--- config.mk ---
export PLATFORM = sky130hd
export DESIGN_NAME = spi_master
export DESIGN_NICKNAME = d
export VERILOG_FILES = /design/src/rtl/spi_master.sv
export SDC_FILE = /design/constraint.sdc
export NUM_CORES = 1
export LEC_CHECK = 0
export ABC_CLOCK_PERIOD_IN_PS = 3000
export BUFFER_PORTS_ARGS = -buffer_cell sky130_fd_sc_hd__buf_2
export CAP_MARGIN = 20
export CORE_AREA = 2 2 66 68
export DETAILED_ROUTE_END_ITERATION = 12
export DIE_AREA = 0 0 68 70
export GPL_TIMING_DRIVEN = 0
export PLACE_DENSITY = 0.74
export RECOVER_POWER = 100
export SYNTH_ARGS = -nofsm -noshare
export SYNTH_HDL_FRONTEND = slang
export SYNTH_SLANG_ARGS = --single-unit
export TNS_END_PERCENT = 20
--- constraint.sdc ---
create_clock -name clk -period 3 [get_ports clk]
set_input_delay 0.15 -clock clk [delete_from_list [all_inputs] [get_ports clk]]
set_output_delay 0.15 -clock clk [all_outputs]
set_load 0.02 [all_outputs]
--- src/rtl/spi_master.sv ---
// SPI initiator: single-byte read/write to an SPI memory slave (7b addr, R/W, 8b data, MSB first).
// Latency: done in cycle E0 + 2*CLK_DIV*(N+1) + 1 after accept at E0 (N = 16 write, 17 read).
// Backpressure: start is only sampled in IDLE; requests while busy/done are dropped, never queued.
//
// Ports:
//   clk, reset          system clock, synchronous active-high reset
//   start, rw, addr,    request handshake; rw/addr/wdata latched when start is accepted
//   wdata
//   busy, done, rdata   status: busy through DONE, one-cycle done pulse, last read byte
//   sclk_pin, cs_pin,   SPI pins (sclk idles low, cs active low)
//   mosi_pin, miso_pin
module spi_master #(
  parameter int CLK_DIV = 4
) (
  input  logic       clk,
  input  logic       reset,
  input  logic       start,
  input  logic       rw,
  input  logic [6:0] addr,
  input  logic [7:0] wdata,
  output logic       busy,
  output logic       done,
  output logic [7:0] rdata,
  output logic       sclk_pin,
  output logic       cs_pin,
  output logic       mosi_pin,
  input  logic       miso_pin
);

  localparam int DIV_W = (CLK_DIV > 1) ? $clog2(CLK_DIV) : 1;
  localparam logic [DIV_W-1:0] DIV_LAST = DIV_W'(CLK_DIV - 1);

  typedef enum logic [2:0] {
    S_IDLE,
    S_SETUP,
    S_SHIFT,
    S_HOLD,
    S_DONE
  } state_t;

  state_t            state_q, state_d;
  logic [DIV_W-1:0]  div_q, div_d;
  logic [4:0]        bit_cnt_q, bit_cnt_d;   // sclk rising edges issued so far
  logic [15:0]       shift_q, shift_d;
  logic              rd_q, rd_d;
  logic [7:0]        cap_q, cap_d;
  logic              sclk_q, sclk_d;
  logic              cs_q, cs_d;
  logic              mosi_q, mosi_d;
  logic              busy_q, busy_d;
  logic              done_q, done_d;
  logic [7:0]        rdata_q, rdata_d;

  logic              tick;
  logic [4:0]        n_bits;

  assign tick   = (div_q == DIV_LAST);
  // A read carries one extra sclk cycle: the turnaround between command and data.
  assign n_bits = rd_q ? 5'd17 : 5'd16;

  always_comb begin
    state_d   = state_q;
    div_d     = div_q;
    bit_cnt_d = bit_cnt_q;
    shift_d   = shift_q;
    rd_d      = rd_q;
    cap_d     = cap_q;
    sclk_d    = sclk_q;
    cs_d      = cs_q;
    mosi_d    = mosi_q;
    busy_d    = busy_q;
    done_d    = done_q;
    rdata_d   = rdata_q;

    // The half-period divider only runs while the bus is owned and clocking.
    if (state_q == S_SETUP || state_q == S_SHIFT || state_q == S_HOLD) begin
      div_d = tick ? '0 : div_q + DIV_W'(1);
    end else begin
      div_d = '0;
    end

    unique case (state_q)
      S_IDLE: begin
        if (start) begin
          state_d   = S_SETUP;
          rd_d      = rw;
          shift_d   = {addr, rw, wdata};
          bit_cnt_d = 5'd0;
          cap_d     = 8'h00;
          cs_d      = 1'b0;
          sclk_d    = 1'b0;
          mosi_d    = addr[6];
          busy_d    = 1'b1;
        end
      end

      S_SETUP: begin
        if (tick) begin
          state_d = S_SHIFT;
        end
      end

      S_SHIFT: begin
        if (tick) begin
          if (!sclk_q) begin
            // Rising edge: slave samples mosi, master samples miso now.
            // Only the 8 data edges after the turnaround are captured, so
            // miso is never looked at during command or turnaround cycles.
            sclk_d    = 1'b1;
            bit_cnt_d = bit_cnt_q + 5'd1;
            if (rd_q && (bit_cnt_q >= 5'd9)) begin
              cap_d = {cap_q[6:0], miso_pin};
            end
          end else begin
            // Falling edge: advance mosi to the next bit. A read drives 0
            // once the 8 command bits are out.
            sclk_d  = 1'b0;
            shift_d = {shift_q[14:0], 1'b0};
            mosi_d  = (rd_q && (bit_cnt_q >= 5'd8)) ? 1'b0 : shift_q[14];
            if (bit_cnt_q == n_bits) begin
              state_d = S_HOLD;
            end
          end
        end
      end

      S_HOLD: begin
        if (tick) begin
          state_d = S_DONE;
          cs_d    = 1'b1;
          done_d  = 1'b1;
          if (rd_q) begin
            rdata_d = cap_q;
          end
        end
      end

      S_DONE: begin
        state_d = S_IDLE;
        done_d  = 1'b0;
        busy_d  = 1'b0;
      end

      default: begin
        state_d = S_IDLE;
      end
    endcase
  end

  always_ff @(posedge clk) begin
    if (reset) begin
      state_q   <= S_IDLE;
      div_q     <= '0;
      bit_cnt_q <= 5'd0;
      shift_q   <= 16'h0000;
      rd_q      <= 1'b0;
      cap_q     <= 8'h00;
      sclk_q    <= 1'b0;
      cs_q      <= 1'b1;
      mosi_q    <= 1'b0;
      busy_q    <= 1'b0;
      done_q    <= 1'b0;
      rdata_q   <= 8'h00;
    end else begin
      state_q   <= state_d;
      div_q     <= div_d;
      bit_cnt_q <= bit_cnt_d;
      shift_q   <= shift_d;
      rd_q      <= rd_d;
      cap_q     <= cap_d;
      sclk_q    <= sclk_d;
      cs_q      <= cs_d;
      mosi_q    <= mosi_d;
      busy_q    <= busy_d;
      done_q    <= done_d;
      rdata_q   <= rdata_d;
    end
  end

  assign busy     = busy_q;
  assign done     = done_q;
  assign rdata    = rdata_q;
  assign sclk_pin = sclk_q;
  assign cs_pin   = cs_q;
  assign mosi_pin = mosi_q;

endmodule
# Word level (Yosys, flattened, before mapping)
# Index checks and enable logic that the tools add are counted.
[classes] add_sub_neg=2 n_reduce_logical=20 muxes=35 magnitude_cmp=2 bitwise_logic=1 n_eq_ne=14
[op_table] op="15-bit two-way mux" count=3
[op_table] op="8-bit two-way mux" count=4
[op_table] op="15-bit case mux with 2 select lines" count=1
[op_table] op="3-bit two-way mux" count=6
[op_table] op="8-bit case mux with 2 select lines" count=1
[op_table] op="5-bit two-way mux" count=3
[op_table] op="2-bit != test, second input constant" count=6
[op_table] op="3-bit case mux with 4 select lines" count=1
[op_table] op="5-bit by 4-bit greater-or-equal comparator with 1-bit output, second input constant" count=2
[op_table] op="1-bit two-way mux" count=10
[op_table] op="1-bit case mux with 2 select lines" count=5
[op_table] op="5-bit case mux with 2 select lines" count=1
[op_table] op="3-bit AND reduction" count=3
[op_table] op="4-bit AND reduction" count=2
[op_table] op="2-bit nonzero test" count=4
[op_table] op="3-bit by 2-bit equality test with 1-bit output, second input constant" count=2
[op_table] op="2-bit AND reduction" count=3
[op_table] op="6-bit AND reduction" count=1
[op_table] op="5-bit by 1-bit adder with 5-bit output, second input constant" count=1
[op_table] op="5-bit equality test" count=1
[op_table] op="5-bit AND reduction" count=1
[op_table] op="2-bit by 1-bit != test with 1-bit output, second input constant" count=2
[op_table] op="3-bit by 1-bit equality test with 1-bit output, second input constant" count=1
[op_table] op="3-bit equality test, second input constant" count=1
[op_table] op="7 further kinds" count=9
[word_totals] regBits=47 output_inout_bits=13 wordCells=86 input_bits=20

# Longest topological paths before layout
[logic_depth] ltp_word=6 depth_mapped=7 mapped_depth_nobuf=6

# Worst setup path before layout
# No wires, ideal clock.
[synth_timing] path_type="reg2reg" startpoint="reg bit_cnt_q[1]" endpoint="reg cap_q[0]" required_time_ns=2.928 path_slack_ns=1.459 n_path_buf=1 setup_time_ns=0.072 period_less_slack_ns=1.541 arrival_ns=1.469 stages_incl_launch_ff=8 path_cell_list="dfxtp_1 inv_1 ha_1 or4_1 nand3_1 a21o_1 buf_4 mux2i_1"
[synth_between] elab_chain_len=4
[synth_rtl] item="start, declared" line_no="43" text="logic [4:0] bit_cnt_q, bit_cnt_d;"
[synth_rtl] item="start signal, assigned" line_no="167" text="bit_cnt_q <= bit_cnt_d;"
[synth_rtl] item="5-bit by 4-bit greater-or-equal comparator with 1-bit output" line_no="111" text="if (rd_q && (bit_cnt_q >= 5'd9)) begin"
[synth_rtl] item="1-bit logical AND" line_no="111"
[synth_rtl] item="2-bit by 1-bit != test with 1-bit output (no source line)"
[synth_rtl] item="5-bit AND reduction (no source line)"
[synth_rtl] item="end signal, assigned" line_no="170" text="cap_q <= cap_d;"
[synth_rtl] item="end, declared" line_no="46" text="logic [7:0] cap_q, cap_d;"
# Every way passes these cells.
# A chain may end at the register's enable or synchronous reset.

# Worst setup path in the final report
[layout_timing] startpoint="reg div_q[0]" endpoint="reg cap_q[6]"
[layout_between] elab_chain_len=3
[layout_rtl] item="start, declared" line_no="42" text="logic [DIV_W-1:0] div_q, div_d;"
[layout_rtl] item="start signal, assigned" line_no="166" text="div_q <= div_d;"
[layout_rtl] item="2-bit equality test" line_no="57" text="assign tick = (div_q == DIV_LAST);"
[layout_rtl] item="2-bit != test (no source line)"
[layout_rtl] item="5-bit AND reduction (no source line)"
# Every way passes these cells.

==> flow_summary.json <==
{
  "ff_latch_area_sq_um": 941,
  "dp.final_hpwl_um": 2970,
  "die_x_um": 68,
  "final_antenna_net_count": 0,
  "p_comb_share_pct": 9.5,
  "setup_viol": 0,
  "dp_cells": 335,
  "setup_tns_ns": 0,
  "fmax_mhz": 491,
  "syn-num-nets": 275,
  "cts_tree": "built",
  "fin_crit_ns": 2.04,
  "avgViaCountPerCell": 5.36,
  "grt_pass1_wl_um": 7370,
  "drt-wirelength-per-cell_um": 12.7,
  "syn_area_sq_um": 2090,
  "path_clk_slew_ns": 0.09,
  "crit_fanout": 8,
  "synth.avg_cell_area_sq_um": 8.28,
  "cts_setup_buffers": 0,
  "ys_ff_latch": 47,
  "worstPathArrival_ns": 2.27,
  "async_flop_share_pct": 0,
  "finalMaxSlewViolations": 0,
  "yosys.area.top_type": "dfxtp_1",
  "setup.worst_path.class": "flop to flop",
  "clockPowerShare_pct": 33.5,
  "dieArea_sq_um": 4760,
  "cts_sinks": 47,
  "internal_power_mw": 0.855,
  "ir_drop_mv": 0.327,
  "power_density_nw_per_um2": 489,
  "r2r_start": "div_q[0]$_SDFF_PP0_",
  "cp-startpoint": "div_q[0]$_SDFF_PP0_",
  "hp-start": "wdata[0]",
  "gr-total-overflow": 0,
  "drive_gt1_share_pct": 12.7,
  "syn_inst": 252,
  "synth_enable_flop_cells": 0,
  "drc": 0,
  "sw_frac_of_total_pct": 26.2,
  "tightest_slew_ns": 0.791,
  "yosys_warnings": 0,
  "end_kind": "flop",
  "pwr-share-seq_pct": 57.0,
  "synth_top_flop_cell": "dfxtp_1",
  "maxSlewHeadroom_pct": 46.7,
  "grt_max_degree": 16,
  "grt_pass1_vias": 1668,
  "start_kind": "flop",
  "required_ns": 3.24,
  "cts_buffers": 5,
  "htree_levels": 2,
  "clock_skew_ns": 0.00602,
  "design.core.area_sq_um": 4140,
  "rsz0062_at_grt": "false",
  "cts_resized": 0,
  "io_pins": 33,
  "post-route-period-util_pct": 67.8,
  "fin_total_pwr_mw": 1.16,
  "die_y_um": 70,
  "cts_buffer_depth": 2,
  "status": "complete, no violations",
  "area_growth_pct": 13.6,
  "fill_cells": 411,
  "ys_seq_area_share_pct": 45.1,
  "firstDrtPassIters": 4,
  "top_layer": "met4",
  "nets": 313,
  "fin_cells": 343,
  "wl_um": 4360,
  "grt_usage_pct": 20.1,
  "p_leak_nw": 0.917,
  "cts_hold_buf": 0,
  "layout_commonest_cell": "nand2_1",
  "dr_wl_met3_um": 231,
  "yosys-top-cells-area": "dfxtp_1 45%, nand2_1 9.2%, a311oi_1 6.3%",
  "r2r_setup_slack_ns": 0.96,
  "row_count": 24,
  "drtIter0Drc": 103,
  "wl_met2_um": 2000,
  "p_switching_mw": 0.304,
  "synth_top_area_share_pct": 45.1,
  "gp_congestion": 0.736,
  "mostFrequentLayoutCells": "51 x nand2_1, 47 x dfxtp_1, 29 x nor2_1",
  "hold_viol": 0,
  "initial_core_util_pct": 50.3,
  "io_buffers": 31,
  "cts.root.buffer_cell": "clkbuf_8",
  "multi_input_area_sq_um": 1040,
  "diodes": 0,
  "hold_class": "primary input to flop",
  "wl_met1_um": 2050,
  "final_util_pct": 57.2,
  "clk_latency_ns": 0.31,
  "num_vias": 1837,
  "yosysUniqueCellTypes": 38,
  "drv_cap": 0,
  "antenna_found_initial": 0
}
final timing paths:
check,cells after the start,end
setup / recovery,6,cap_q[6]$_SDFFE_PP0P_
hold / removal,3,shift_q[0]$_SDFFE_PP0P_
setup reg to reg,6,cap_q[6]$_SDFFE_PP0P_
hold reg to reg,1,div_q[0]$_SDFF_PP0_
state kept, by name, summed over array words and instances (netlist names):
register	count
mosi_pin	1
cap_q	8
bit_cnt_q	5
state_q	3
rd_q	1
sclk_pin	1
busy	1
cs_pin	1
rdata	8
div_q	2
done	1
shift_q	15
metal layers:
layer | up-vias | global-route usage, %
met5 | - | 0
met4 | 0 | 7.33
li1 | 940 | -
met1 | 846 | 25.9
met3 | 7 | 5.31
met2 | 44 | 31.7
Yosys cell counts, types with 3 or more instances:
master and n:
a21oi_1 17, clkbuf_1 9, nor2_1 29, buf_2 4, a311oi_1 15, dfxtp_1 47, nand2b_1 11, nand3_1 13
ha_1 3, inv_1 4, nor3_1 3, mux2i_1 9, nand2_1 51, o21ai_0 6
through the flow:
step	area (sq um)	worst slack, ns	hold WS (ns)
after global placement	2310	1.24	0.400
final	2370	0.965	0.0819
after CTS	2390	1.17	0.0796
after floorplan	2090	1.46	0.289
after detailed placement	2310	1.22	0.412
after global routing	2370	0.848	0.0957
critical path, stage by stage, from the launching register on:
cell and delay (ns):
dfxtp_1 0.32, ha_1 0.28, and3b_1 0.19, o21ai_0 0.62, a21o_1 0.15, buf_4 0.19
mux2i_1 0.21
layout make-up:
class                      count  area share (%)
buffer                        17            3.48
clock buffer                   5            2.90
clock inverter                 3           0.845
inverter                       4           0.634
multi-input combinational    184            43.8
sequential                    47            39.7
tap                           52            2.75
timing repair buffer          31            5.86
logic make-up after synthesis:
| logic type | Yosys count | share of synthesized area (%) |
|---|---|---|
| AND/OR/NAND/NOR | 123 | 28.2 |
| AO/OA/AOI/OAI | 47 | 15.0 |
| flip-flops | 47 | 45.1 |
| buffers and inverters | 21 | 4.74 |
| multiplexers | 9 | 4.32 |
| adder cells (fa/ha/maj) | 3 | 1.80 |
| XOR/XNOR | 2 | 0.840 |
power by group through the flow:
stage,logic [mW],registers (mW),clock network [mW]
detailed placement,0.112,0.675,0
CTS,0.113,0.661,0.396
floorplan,0.0741,0.677,0
global route,0.122,0.665,0.420
global placement,0.111,0.674,0
finish,0.111,0.661,0.388
(Power assumes the default switching activity.)
